File: config.mk
export PLATFORM = sky130hd
export DESIGN_NAME = arbitro_endereco_memoria
export DESIGN_NICKNAME = d
export VERILOG_FILES = /design/src/rtl/arbitro_endereco_memoria.sv
export SDC_FILE = /design/constraint.sdc
export NUM_CORES = 1
export LEC_CHECK = 0
export BUFFER_PORTS_ARGS = -buffer_cell sky130_fd_sc_hd__buf_2
export CORE_ASPECT_RATIO = 1.75
export CORE_MARGIN = 3
export CORE_UTILIZATION = 48
export DETAILED_ROUTE_END_ITERATION = 12
export PLACE_DENSITY = 0.7
export SLEW_MARGIN = 10
export SYNTH_ARGS = -nofsm -noshare
export SYNTH_HDL_FRONTEND = slang
export SYNTH_SLANG_ARGS = --single-unit
File: constraint.sdc
create_clock -name clock -period 1.98 [get_ports clock]
set_input_delay 0.297 -clock clock [delete_from_list [all_inputs] [get_ports clock]]
set_output_delay 0.297 -clock clock [all_outputs]
set_load 0.005 [all_outputs]
File: src/rtl/arbitro_endereco_memoria.sv
// arbitro_endereco_memoria
// Round-robin arbiter and access sequencer for the memory address path.
// Four requesters (0 fetch, 1 SWR, 2 D1, 3 immediate) share one memory port.
// The granted index drives the 4:1 address mux select, and the block runs a
// request/ready handshake with the memory, aborting after a wait-state limit.
//
// Ports:
//   clock        rising-edge system clock
//   reset        synchronous, active-low reset
//   pedido[3:0]  request per source
//   escrita[3:0] write flag per source, sampled with the grant
//   mem_pronto   memory completed the current access
//   controle     address mux select, stable for the whole access
//   concedido    one-hot grant, high from grant through completion
//   concluido    one-hot, one-cycle completion pulse
//   erro_tempo   one-cycle pulse with concluido when the access timed out
//   mem_habilita memory access enable
//   mem_escrita  write strobe, only ever high with mem_habilita
//   ocupado      high whenever the sequencer is not idle
module arbitro_endereco_memoria #(
    parameter int unsigned LIMITE_ESPERA = 15,
    parameter int unsigned LARGURA_CONT  = 4
) (
    input  logic       clock,
    input  logic       reset,
    input  logic [3:0] pedido,
    input  logic [3:0] escrita,
    input  logic       mem_pronto,
    output logic [1:0] controle,
    output logic [3:0] concedido,
    output logic [3:0] concluido,
    output logic       erro_tempo,
    output logic       mem_habilita,
    output logic       mem_escrita,
    output logic       ocupado
);

    localparam logic [LARGURA_CONT-1:0] LIMITE = LARGURA_CONT'(LIMITE_ESPERA);

    typedef enum logic [1:0] {
        OCIOSO   = 2'd0,
        ENDERECO = 2'd1,
        ACESSO   = 2'd2,
        LIBERA   = 2'd3
    } estado_t;

    estado_t                 estado_q, estado_d;
    logic [LARGURA_CONT-1:0] cont_q, cont_d;
    logic [LARGURA_CONT-1:0] cont_inc;
    logic [1:0]              ultimo_q, ultimo_d;
    logic                    escrita_lat_q, escrita_lat_d;
    logic                    timeout_q, timeout_d;
    logic [1:0]              controle_q, controle_d;
    logic [3:0]              concedido_q, concedido_d;
    logic [3:0]              concluido_q, concluido_d;
    logic                    erro_tempo_q, erro_tempo_d;
    logic                    mem_habilita_q, mem_habilita_d;
    logic                    mem_escrita_q, mem_escrita_d;
    logic                    ocupado_q, ocupado_d;

    logic                    achou;
    logic [1:0]              indice;
    logic [1:0]              candidato;

    // Round-robin search: first set bit starting just after the last winner.
    always_comb begin
        achou     = 1'b0;
        indice    = ultimo_q;
        candidato = ultimo_q;
        for (int unsigned i = 1; i <= 4; i++) begin
            candidato = ultimo_q + 2'(i);
            if (!achou && pedido[candidato]) begin
                achou  = 1'b1;
                indice = candidato;
            end
        end
    end

    assign cont_inc = cont_q + 1'b1;

    // Enable/strobe/pulse outputs are registered from the current state, so
    // they trail the state by one cycle; ocupado follows the next state.
    always_comb begin
        estado_d       = estado_q;
        cont_d         = cont_q;
        ultimo_d       = ultimo_q;
        escrita_lat_d  = escrita_lat_q;
        timeout_d      = timeout_q;
        controle_d     = controle_q;
        concedido_d    = concedido_q;
        concluido_d    = '0;
        erro_tempo_d   = 1'b0;
        mem_habilita_d = 1'b0;
        mem_escrita_d  = 1'b0;

        case (estado_q)
            OCIOSO: begin
                if (achou) begin
                    controle_d    = indice;
                    concedido_d   = 4'b0001 << indice;
                    escrita_lat_d = escrita[indice];
                    ultimo_d      = indice;
                    estado_d      = ENDERECO;
                end else begin
                    concedido_d = '0;
                end
            end
            ENDERECO: begin
                cont_d    = '0;
                timeout_d = 1'b0;
                estado_d  = ACESSO;
            end
            ACESSO: begin
                mem_habilita_d = 1'b1;
                mem_escrita_d  = escrita_lat_q;
                cont_d         = cont_inc;
                if (mem_pronto) begin
                    timeout_d = 1'b0;
                    estado_d  = LIBERA;
                end else if (cont_inc == LIMITE) begin
                    timeout_d = 1'b1;
                    estado_d  = LIBERA;
                end
            end
            LIBERA: begin
                concluido_d  = concedido_q;
                erro_tempo_d = timeout_q;
                estado_d     = OCIOSO;
            end
            default: estado_d = OCIOSO;
        endcase

        ocupado_d = (estado_d != OCIOSO);
    end

    always_ff @(posedge clock) begin
        if (!reset) begin
            estado_q       <= OCIOSO;
            cont_q         <= '0;
            ultimo_q       <= 2'd3;
            escrita_lat_q  <= 1'b0;
            timeout_q      <= 1'b0;
            controle_q     <= '0;
            concedido_q    <= '0;
            concluido_q    <= '0;
            erro_tempo_q   <= 1'b0;
            mem_habilita_q <= 1'b0;
            mem_escrita_q  <= 1'b0;
            ocupado_q      <= 1'b0;
        end else begin
            estado_q       <= estado_d;
            cont_q         <= cont_d;
            ultimo_q       <= ultimo_d;
            escrita_lat_q  <= escrita_lat_d;
            timeout_q      <= timeout_d;
            controle_q     <= controle_d;
            concedido_q    <= concedido_d;
            concluido_q    <= concluido_d;
            erro_tempo_q   <= erro_tempo_d;
            mem_habilita_q <= mem_habilita_d;
            mem_escrita_q  <= mem_escrita_d;
            ocupado_q      <= ocupado_d;
        end
    end

    assign controle     = controle_q;
    assign concedido    = concedido_q;
    assign concluido    = concluido_q;
    assign erro_tempo   = erro_tempo_q;
    assign mem_habilita = mem_habilita_q;
    assign mem_escrita  = mem_escrita_q;
    assign ocupado      = ocupado_q;

endmodule

==> results.md, run 1 <==
- Status: complete, no violations
- Pre-antenna DRT Iters: 4
- GPL Wtd Cong: 0.892
- Core ar.: 2170 µm²
- Synthesized cell area: 1130 µm²
- Clock sink count: 24
- Worst Setup Start Kind: flop
- 1st-iter DRT viols: 15
- Count of final setup violators: 0
- Die height: 70.1 µm
- # fillers: 218
- WL met2: 1270 µm
- Number of port buffers: 24
- Top-area cell type share of the netlist area: 42.6%
- Global route overflow: 0
- Final worst-path cycle share: 78.5%
- Final instance area: 1290 µm²
- Die area: 2990 µm²
- DRC violations left: 0
- Post-synth top area cell: dfxtp_1
- Synth Area in Compound Gates: 19.2%
- #FFs+latches synth: 24
- Setup repair after global routing missed its margin: false
- Worst Path Required: 2220 ps
- Met1 Routed Length: 861 µm
- Placed instance area: 1260 µm²
- Hold/Removal Path Class: in -> reg
- Synth Warn #: 0
- Clock slew at reported path FFs: 120 ps
- Final hold slack: 248 ps
- Die W: 42.7 µm
- Max Root-Sink Buffers: 2
- WL met3: 70 µm
- Final hold vios: 0
- Critical Path AT: 1800 ps
- Main area contributors after synthesis: dfxtp_1, ha_1, and3_1
- Most frequent cell after synthesis: dfxtp_1
- Pint: 0.000867 W
- Pleak: 0.615 nW
- Top layer reached by signal wires: met4
- Seq/Total Area, Yosys: 42.6%
- Switch share: 36.8%
- Peak VDD IR: 0.000617 V
- CTS Buf Count: 3
- Final slew viol count: 0
- Gates resized, CTS repair: 0
- Via density: 5.52
- TritonCTS clock tree: built
- Syn_nets: 144
- Layout cell share with drive strength beyond 1: 22.0%
- Root buf cell: clkbuf_4
- Combinational family with the most area after synthesis: simple AND/OR/NAND/NOR gates
- Postcts setup bufs: 0
- DP Wirelength: 1890 µm
- Final WL: 2320 µm
- Clock share of power: 14.6%
- # IOs: 25
- Asr flop ratio synth: 0%
- Simple-Gate Fraction of Synth Area: 24.3%
- CTS Hold Bufs: 0
- Endpoint class of the critical path: flop
- Slew HR: 68.6%
- Top post-synthesis cells by count: dfxtp_1, nor2_1, nand2_1
- First-pass GRT wire length: 4000 µm
- Rows: 22
- Initial Utilization: 51.9%
- Vias: 961
- Synthesis-to-finish area growth: 14.0%
- Logic pwr share: 37.6%
- Max Cap Viol: 0
- Remaining antenna violation count: 0
- PD cells: 1070 nW/µm²
- Dominant synthesized flop cell: dfxtp_1
- CP max FO: 7
- EDFF count, synth: 0
- Adder-Cell Fraction of Synth Area: 6.65%
- Post-Route Skew: 4.37 ps
- Final Critical Period: 1550 ps
- Latest clock arrival within the worst-skew pair: 300 ps
- Sw Pwr: 0.000506 W
- Critical path type: reg -> reg
- Sum of negative setup slack: 0 ps
- Layout Nets: 169
- Syn Area/Cell: 8.89 µm²
- Area share of xor/xnor cells in the synthesized design: 1.55%
- Htree depth: 1
- Fmax: 0.643 GHz
- Actual slew at the worst max-slew pin: 471 ps
- ANT cells: 0
- WL/cell: 13.3 µm
- Mapped Cells: 127
- Unique cell type count in the Yosys netlist: 34
- Gr usage total: 17.0%
- Pin count of the biggest net entering global routing: 26
- Flop pwr share: 47.8%
- Number of global-route vias before repair: 986
- Post-synthesis mux area share: 1.77%
- Initial antenna violation count: 0
==> worst max-delay path: stages, from the launching register on <==
cell	delay [ps]
dfxtp_1	370
inv_1	100
ha_1	190
inv_1	120
a21oi_1	410
a32oi_1	170
nor2b_1	130
==> power groups by stage <==
stage	Sequential (W)	Combinational [W]	Clock [W]
floorplan	0.000644	0.000380	0
global placement	0.000662	0.000506	0
detailed placement	0.000668	0.000521	0
CTS	0.000657	0.000523	0.000208
global route	0.000672	0.000584	0.000230
finish	0.000656	0.000517	0.000200
==> flip-flops by register name, indices dropped and copies added, names as in the netlist, 2 cells and up <==
signal	count
cont_q	4
ultimo_q	2
concedido	4
estado_q	2
concluido	4
controle	2
==> metal layers <==
metal / global-route usage (%) / up-vias
li1: - / 493
met1: 16.0 / 436
met2: 31.6 / 22
met3: 2.58 / 10
met4: 11.1 / 0
met5: 0 / -
==> logic make-up after synthesis <==
family,count (synthesis)
simple gates,51
compound gates,30
flops,24
buf+inv,12
fa+ha+maj,6
xor+xnor,2
mux,2
==> cell type report <==
type	instances	area [µm²]	area share, %
Tap cell	24	30.0	2.33
Clock buffer	3	22.5	1.75
Sequential cell	24	480	37.4
Multi-Input combinational cell	91	603	46.9
Timing Repair Buffer	24	120	9.34
Inverter	8	30.0	2.33
==> per-stage QoR <==
stage | util (%) | std cells | total power, W | setup slack [ps]
final | 59.1 | 174 | 0.00137 | 425
after global routing | 59.1 | 174 | 0.00149 | 260
after CTS | 59.1 | 174 | 0.00139 | 426
after detailed placement | 58.1 | 171 | 0.00119 | 418
after global placement | 58.1 | 171 | 0.00117 | 378
after floorplan | - | 127 | 0.00102 | 649
==> worst paths after layout <==
kind	start	to	slack (ps)	cells past startpoint
worst min register to register	escrita_lat_q$_SDFFE_PN0P_	mem_escrita$_SDFF_PN0_	490	1
worst max register to register	estado_q[0]$_SDFF_PN0_	concedido[2]$_SDFFE_PN0P_	430	6
worst min-delay path	mem_pronto	timeout_q$_SDFFE_PN0P_	250	4
worst max-delay path	estado_q[0]$_SDFF_PN0_	concedido[2]$_SDFFE_PN0P_	430	6
==> placed cells by master (no fill, tap or decap), types with 2 or more instances in the layout <==
cell | synthesis | final
dfxtp_1 | 24 | 24
a32oi_1 | 3 | 3
nand2b_1 | 4 | 4
nor2_1 | 11 | 11
inv_1 | 8 | 8
xor2_1 | 2 | 2
and3_1 | 7 | 7
and2_1 | 3 | 3
a21oi_1 | 3 | 3
nand3_1 | 6 | 6
clkbuf_4 | 0 | 3
a22oi_1 | 2 | 2
o21ai_0 | 8 | 8
mux2i_1 | 2 | 2
o211ai_1 | 2 | 2
nor2b_1 | 7 | 7
nand2_1 | 9 | 9
buf_2 | 0 | 24
ha_1 | 6 | 6
(Power assumes the default switching activity.)
==> inputs of run 2 (changes only) <==
CORE_UTILIZATION = 47   (was 48)
PLACE_DENSITY = 0.71   (was 0.7)
clock period = 1.4 ns   (was 1.98 ns; I/O delays follow)
==> run 2 against run 1 <==
Net effect:
- via count grew 4.0%
- largest cell class unchanged
- maximum frequency grew 16%
- combinational power grew 85%
- clock power grew 76%
- largest power group is now combinational logic
- global-route usage shrank 1.1 points
- final cell count grew 5.7%
- critical path depth is the same
- worst hold slack lost 75 ps
- power grew 63%
- sequential share of layout area shrank 3.6 points
==> results.md, run 2 (same netlist as run 1, synthesis figures left out) <==
- Worst setup margin: 60.7 ps
- Via density: 5.43
- Layout Nets: 178
- Initial Utilization: 51.2%
- Placed instance area: 1310 µm²
- Max Root-Sink Buffers: 2
- Final hold vios: 0
- Critical Path AT: 1530 ps
- ANT cells: 0
- Pin count of the biggest net entering global routing: 26
- WL/cell: 13.6 µm
- Final slew viol count: 0
- Clock slew at reported path FFs: 120 ps
- Status: complete, no violations
- CP Buf/Inv Count: 0
- Hold/Removal Path Class: in -> reg
- Max stage delay cell, worst path: dfxtp_4
- Max Cap Viol: 0
- Flop pwr share: 41.3%
- Htree depth: 1
- Remaining antenna violation count: 0
- Final Critical Period: 1340 ps
- Sw Pwr: 0.000793 W
- Fmax: 0.747 GHz
- Pleak: 0.677 nW
- Global route overflow: 0
- Latest clock arrival within the worst-skew pair: 300 ps
- CP Cell Sequence: ha_4 -> nor2b_4 -> nand2_1 -> o21ai_2 -> a211oi_2 -> o211ai_1
- Initial antenna violation count: 0
- Actual slew at the worst max-slew pin: 358 ps
- DRC violations left: 0
- Final core occ: 65.7%
- Gr usage total: 15.9%
- Top cell family by delay on the critical path: compound AO/OA/AOI/OAI gates
- Post-Route Skew: 0.973 ps
- Pint: 0.00144 W
- GPL Wtd Cong: 0.902
- Final hold slack: 173 ps
- Commonest non-fill, non-tap cells in the layout: buf_2, dfxtp_1, nor2_1
- CP max FO: 4
- DP Wirelength: 1830 µm
- 1st-iter DRT viols: 34
- Setup repair after global routing missed its margin: true
- Die height: 70.8 µm
- Core ar.: 2200 µm²
- Number of port buffers: 24
- Die area: 3050 µm²
- Final worst-path cycle share: 95.7%
- Number of global-route vias before repair: 936
- Clock sink count: 24
- Logic pwr share: 43.0%
- Setup Slack @ Placement: -54.9 ps
- Switch share: 35.5%
- Peak VDD IR: 0.000745 V
- Worst Path Required: 1590 ps
- TritonCTS clock tree: built
- Count of final setup violators: 0
- CTS Buf Count: 3
- Critical path type: reg -> reg
- Synthesis-to-finish area growth: 28.3%
- Root buf cell: clkbuf_4
- Worst Setup Start Kind: flop
- Slew HR: 76.1%
- Pre-antenna DRT Iters: 5
- CP peak stage delay: 390 ps
- Most common cell after layout, fill and taps aside: buf_2
- CTS Hold Bufs: 0
- Die W: 43.0 µm
- Final instance area: 1450 µm²
- Rows: 22
- Layout cell share with drive strength beyond 1: 36.9%
- # IOs: 25
- Final WL: 2510 µm
- First-pass GRT wire length: 3910 µm
- PD cells: 1540 nW/µm²
- Vias: 999
- Endpoint class of the critical path: flop
- Clock share of power: 15.7%
- # fillers: 185
[run 2: worst paths after layout]
path	startpoint	endpoint	slack, ps	cells after the start
worst max-delay path	cont_q[1]$_SDFFE_PN0P_	ocupado$_SDFF_PN0_	60	6
worst max register to register	cont_q[1]$_SDFFE_PN0P_	ocupado$_SDFF_PN0_	60	6
worst min-delay path	mem_pronto	timeout_q$_SDFFE_PN0P_	170	4
worst min register to register	timeout_q$_SDFFE_PN0P_	erro_tempo$_SDFF_PN0_	490	1
[run 2: routing by layer]
metal | track usage, % | vias to the layer above | routed length (µm)
met4 | 5.70 | 0 | 38
met2 | 31.4 | 34 | 1430
li1 | - | 505 | -
met1 | 16.2 | 456 | 922
met3 | 1.78 | 4 | 114
met5 | 0 | - | 0
[run 2: per-stage QoR]
stage               power (W)  std cells  TNS (ps)
floorplan             0.00145        127         0
global placement      0.00175        177         0
detailed placement    0.00178        177     -96.0
CTS                   0.00214        181     -19.6
global route          0.00240        184     -40.4
finish                0.00223        184         0
[run 2: repair_timing]
action	4_1_cts	5_1_grt
setup buffers	0	3
endpoints found under the setup margin	4	15
hold endpoints to repair	0	0
pin swaps	2	7
resized for setup	3	19
[run 2: power groups by stage]
stage               Sequential (W)  Combinational (W)  Clock, W
finish                    0.000921           0.000959  0.000351
global route              0.000939            0.00106  0.000396
CTS                       0.000910           0.000871  0.000358
detailed placement        0.000926           0.000852         0
global placement          0.000921           0.000833         0
floorplan                 0.000911           0.000537         0
[run 2: layout make-up]
type                            count  area, µm²  share of cell area (%)
Clock buffer                        4       36.3                    2.51
Timing Repair Buffer               33        188                    13.0
Multi-Input combinational cell     91        676                    46.7
Sequential cell                    24        488                    33.7
Inverter                            8       30.0                    2.07
Tap cell                           24       30.0                    2.07
[run 2: worst register-to-register path: cells and delay by family (launching register included)]
family,cells,cell delay (ps)
AO/OA/AOI/OAI,3,470
flip-flops,1,390
adder cells (fa/ha/maj),1,160
AND/OR/NAND/NOR,2,220
==> inputs of run 3 (changes only) <==
ABC_AREA = 1   (was unset)
CORE_UTILIZATION = 48   (was 47)
PLACE_DENSITY = 0.72   (was 0.71)
SKIP_LAST_GASP = 1   (was unset)
==> run 3 against run 2 <==
Net effect:
- the run now ends with negative setup slack left
- clock power increased by 30%
- register-to-register slack got worse by 380 ps
- worst setup slack got worse by 380 ps
- final cell count grew 40%
- sequential share of layout area down 8.8 points
- combinational power rose to 3.6 times the previous value
- critical path depth is 7 higher
- synthesized cell count grew 41%
- maximum frequency is 22% lower
- clock-buffer cell count did not move
- first-iteration DRC count shrank 38%
- utilization grew 11 points
==> results.md, run 3 <==
- Max Root-Sink Buffers: 2
- Number of port buffers: 24
- Post-synthesis mux area share: 0%
- Latest clock arrival within the worst-skew pair: 260 ps
- TritonCTS clock tree: built
- Logic pwr share: 69.9%
- Status: complete, but fails checks
- Worst setup margin: -316 ps
- DP Wirelength: 2260 µm
- Hold/Removal Path Class: in -> reg
- Number of global-route vias before repair: 1255
- Gr usage total: 20.5%
- Vias: 1365
- Synthesized cell area: 1300 µm²
- Core ar.: 2550 µm²
- Layout cell share with drive strength beyond 1: 48.9%
- Most frequent cell after synthesis: nand2_1
- Top-area cell type share of the netlist area: 37.0%
- Crit path top cell by count: nand2_4
- Final Critical Period: 1720 ps
- 1st-iter DRT viols: 21
- Seq/Total Area, Yosys: 37.0%
- Flop pwr share: 20.9%
- Top cell family by delay on the critical path: simple AND/OR/NAND/NOR gates
- Initial Utilization: 50.9%
- Initial antenna violation count: 0
- DRC violations left: 0
- Dominant synthesized flop cell: dfxtp_1
- # fillers: 164
- Pint: 0.00262 W
- Layout Nets: 249
- Syn Area/Cell: 7.26 µm²
- Fmax: 0.583 GHz
- Worst Path Required: 1560 ps
- Sw Pwr: 0.00235 W
- Synth Warn #: 0
- Pin count of the biggest net entering global routing: 14
- Rows: 24
- Final worst-path cycle share: 123%
- Setup repair after global routing missed its margin: true
- EDFF count, synth: 0
- Power, Total: 0.00498 W
- # IOs: 25
- Final WL: 4060 µm
- Clock sink count: 24
- Pleak: 0.970 nW
- Final slew viol count: 0
- Critical Path AT: 1870 ps
- Clock share of power: 9.2%
- Global route overflow: 0
- Adder-Cell Fraction of Synth Area: 5.78%
- CTS Buf Count: 3
- Most common cell after layout, fill and taps aside: nand2_1
- Actual slew at the worst max-slew pin: 429 ps
- Via density: 5.31
- Die W: 45.3 µm
- Mapped Cells: 179
- Critical path type: reg -> reg
- Remaining antenna violation count: 0
- #FFs+latches synth: 24
- Final hold slack: 152 ps
- Final instance area: 1960 µm²
- Final hold vios: 0
- GPL Wtd Cong: 0.849
- CP Cell Sequence: buf_12 -> nand2_2 -> nand2_4 -> nand2_2 -> nand2_4 -> nand2_4 -> nand2_2 -> nand2_4 -> buf_4 -> nand3_1 -> nand2_1 -> o21ai_1 -> nor2_1
- Non-filler cells, final: 257
- Worst Setup Start Kind: flop
- Max Cap Viol: 0
- Slew HR: 71.3%
- Syn_nets: 196
- Htree depth: 1
- Clock slew at reported path FFs: 80 ps
- Combinational family with the most area after synthesis: simple AND/OR/NAND/NOR gates
- Pre-antenna DRT Iters: 4
- ANT cells: 0
- Endpoint class of the critical path: flop
- PD cells: 2530 nW/µm²
- Die height: 74.8 µm
- Final core occ: 76.9%
- Switch share: 47.2%
- Asr flop ratio synth: 0%
- Max stage delay cell, worst path: dfxtp_4
- Peak VDD IR: 0.00178 V
- First-pass GRT wire length: 5200 µm
- Post-synth top area cell: dfxtp_1
- Unique cell type count in the Yosys netlist: 24
- CTS Hold Bufs: 0
- Root buf cell: clkbuf_8
- Placed instance area: 1530 µm²
- CP Buf/Inv Count: 2
- Simple-Gate Fraction of Synth Area: 37.0%
- Synth Area in Compound Gates: 10.2%
- Die area: 3390 µm²
- Commonest non-fill, non-tap cells in the layout: nand2_1, buf_2, inv_1, dfxtp_1, buf_4
- Count of final setup violators: 11
- Post-Route Skew: 5.22 ps
- Synthesis-to-finish area growth: 51.2%
- Failing checks: negative setup slack
- CP max FO: 5
- Area share of xor/xnor cells in the synthesized design: 1.35%
- WL/cell: 15.8 µm
- Main area contributors after synthesis: dfxtp_1, nand2_1, nand2_2
- CP peak stage delay: 420 ps
- DP Cell Count: 238
- Top post-synthesis cells by count: nand2_1, dfxtp_1, inv_1
run 3: changes by cell type after synthesis, moves of 5 or more:
cell | before | now
a21oi_1 | 3 | 12
and3_1 | 7 | 0
inv_1 | 8 | 21
inv_2 | 0 | 5
nand2_1 | 9 | 40
nand2_2 | 0 | 17
nand2_4 | 0 | 5
nand3_1 | 6 | 16
nor2b_1 | 7 | 0
o21ai_0 | 8 | 3
run 3: final timing paths:
path	startpoint	end	slack, ps	cells past startpoint
setup reg to reg	ultimo_q[0]$_SDFFE_PN1P_	escrita_lat_q$_SDFFE_PN0P_	-320	13
setup / recovery	ultimo_q[0]$_SDFFE_PN1P_	escrita_lat_q$_SDFFE_PN0P_	-320	13
hold / removal	mem_pronto	timeout_q$_SDFFE_PN0P_	150	2
hold reg to reg	timeout_q$_SDFFE_PN0P_	erro_tempo$_SDFF_PN0_	440	2
run 3: power groups by stage:
| stage | Sequential [W] | Combinational (W) | Clock (W) |
|---|---|---|---|
| after floorplan | 0.00101 | 0.00150 | 0 |
| after global placement | 0.000995 | 0.00212 | 0 |
| after detailed placement | 0.00101 | 0.00218 | 0 |
| after CTS | 0.00102 | 0.00259 | 0.000465 |
| after global routing | 0.00106 | 0.00376 | 0.000494 |
| final | 0.00104 | 0.00348 | 0.000458 |
run 3: per-layer routing:
| layer | track usage [%] | wire (µm) |
|---|---|---|
| met3 | 2.63 | 118 |
| met4 | 12.4 | 188 |
| met1 | 18.3 | 1340 |
| met2 | 40.5 | 2410 |
| met5 | 0 | 0 |
run 3: cell type report:
cell class	count	area, µm²	area share (%)
inverter	26	118	5.99
multi-input combinational	127	902	46.0
clock buffer	4	55.1	2.80
tap	26	32.5	1.66
timing repair buffer	50	367	18.7
sequential	24	489	24.9
run 3: worst reg2reg max path, delay by kind of cell (launching register included):
family	cells	cell delay, ps
and+or+nand+nor	10	770
buffers and inverters	2	280
DFF	1	420
AOI/OAI and AO/OA	1	140
run 3: through the flow:
step,TNS (ps),worst slack [ps]
after floorplan,-7.02,-7.02
after global placement,-546,-131
after detailed placement,-874,-147
after CTS,-1310,-158
after global routing,-3340,-383
final,-2440,-316
run 3: cell families after synthesis:
group / Yosys count
AND/OR/NAND/NOR: 96
buffers and inverters: 28
flip-flops: 24
AO/OA/AOI/OAI: 23
adder cells (fa/ha/maj): 6
XOR/XNOR: 2
run 3: what timing repair did:
item                       4_1_cts  5_1_grt
gates cloned                     1        0
buffers inserted                 4       10
pin swaps                       21       22
setup endpoints to repair       11       12
gates resized for setup         24       37
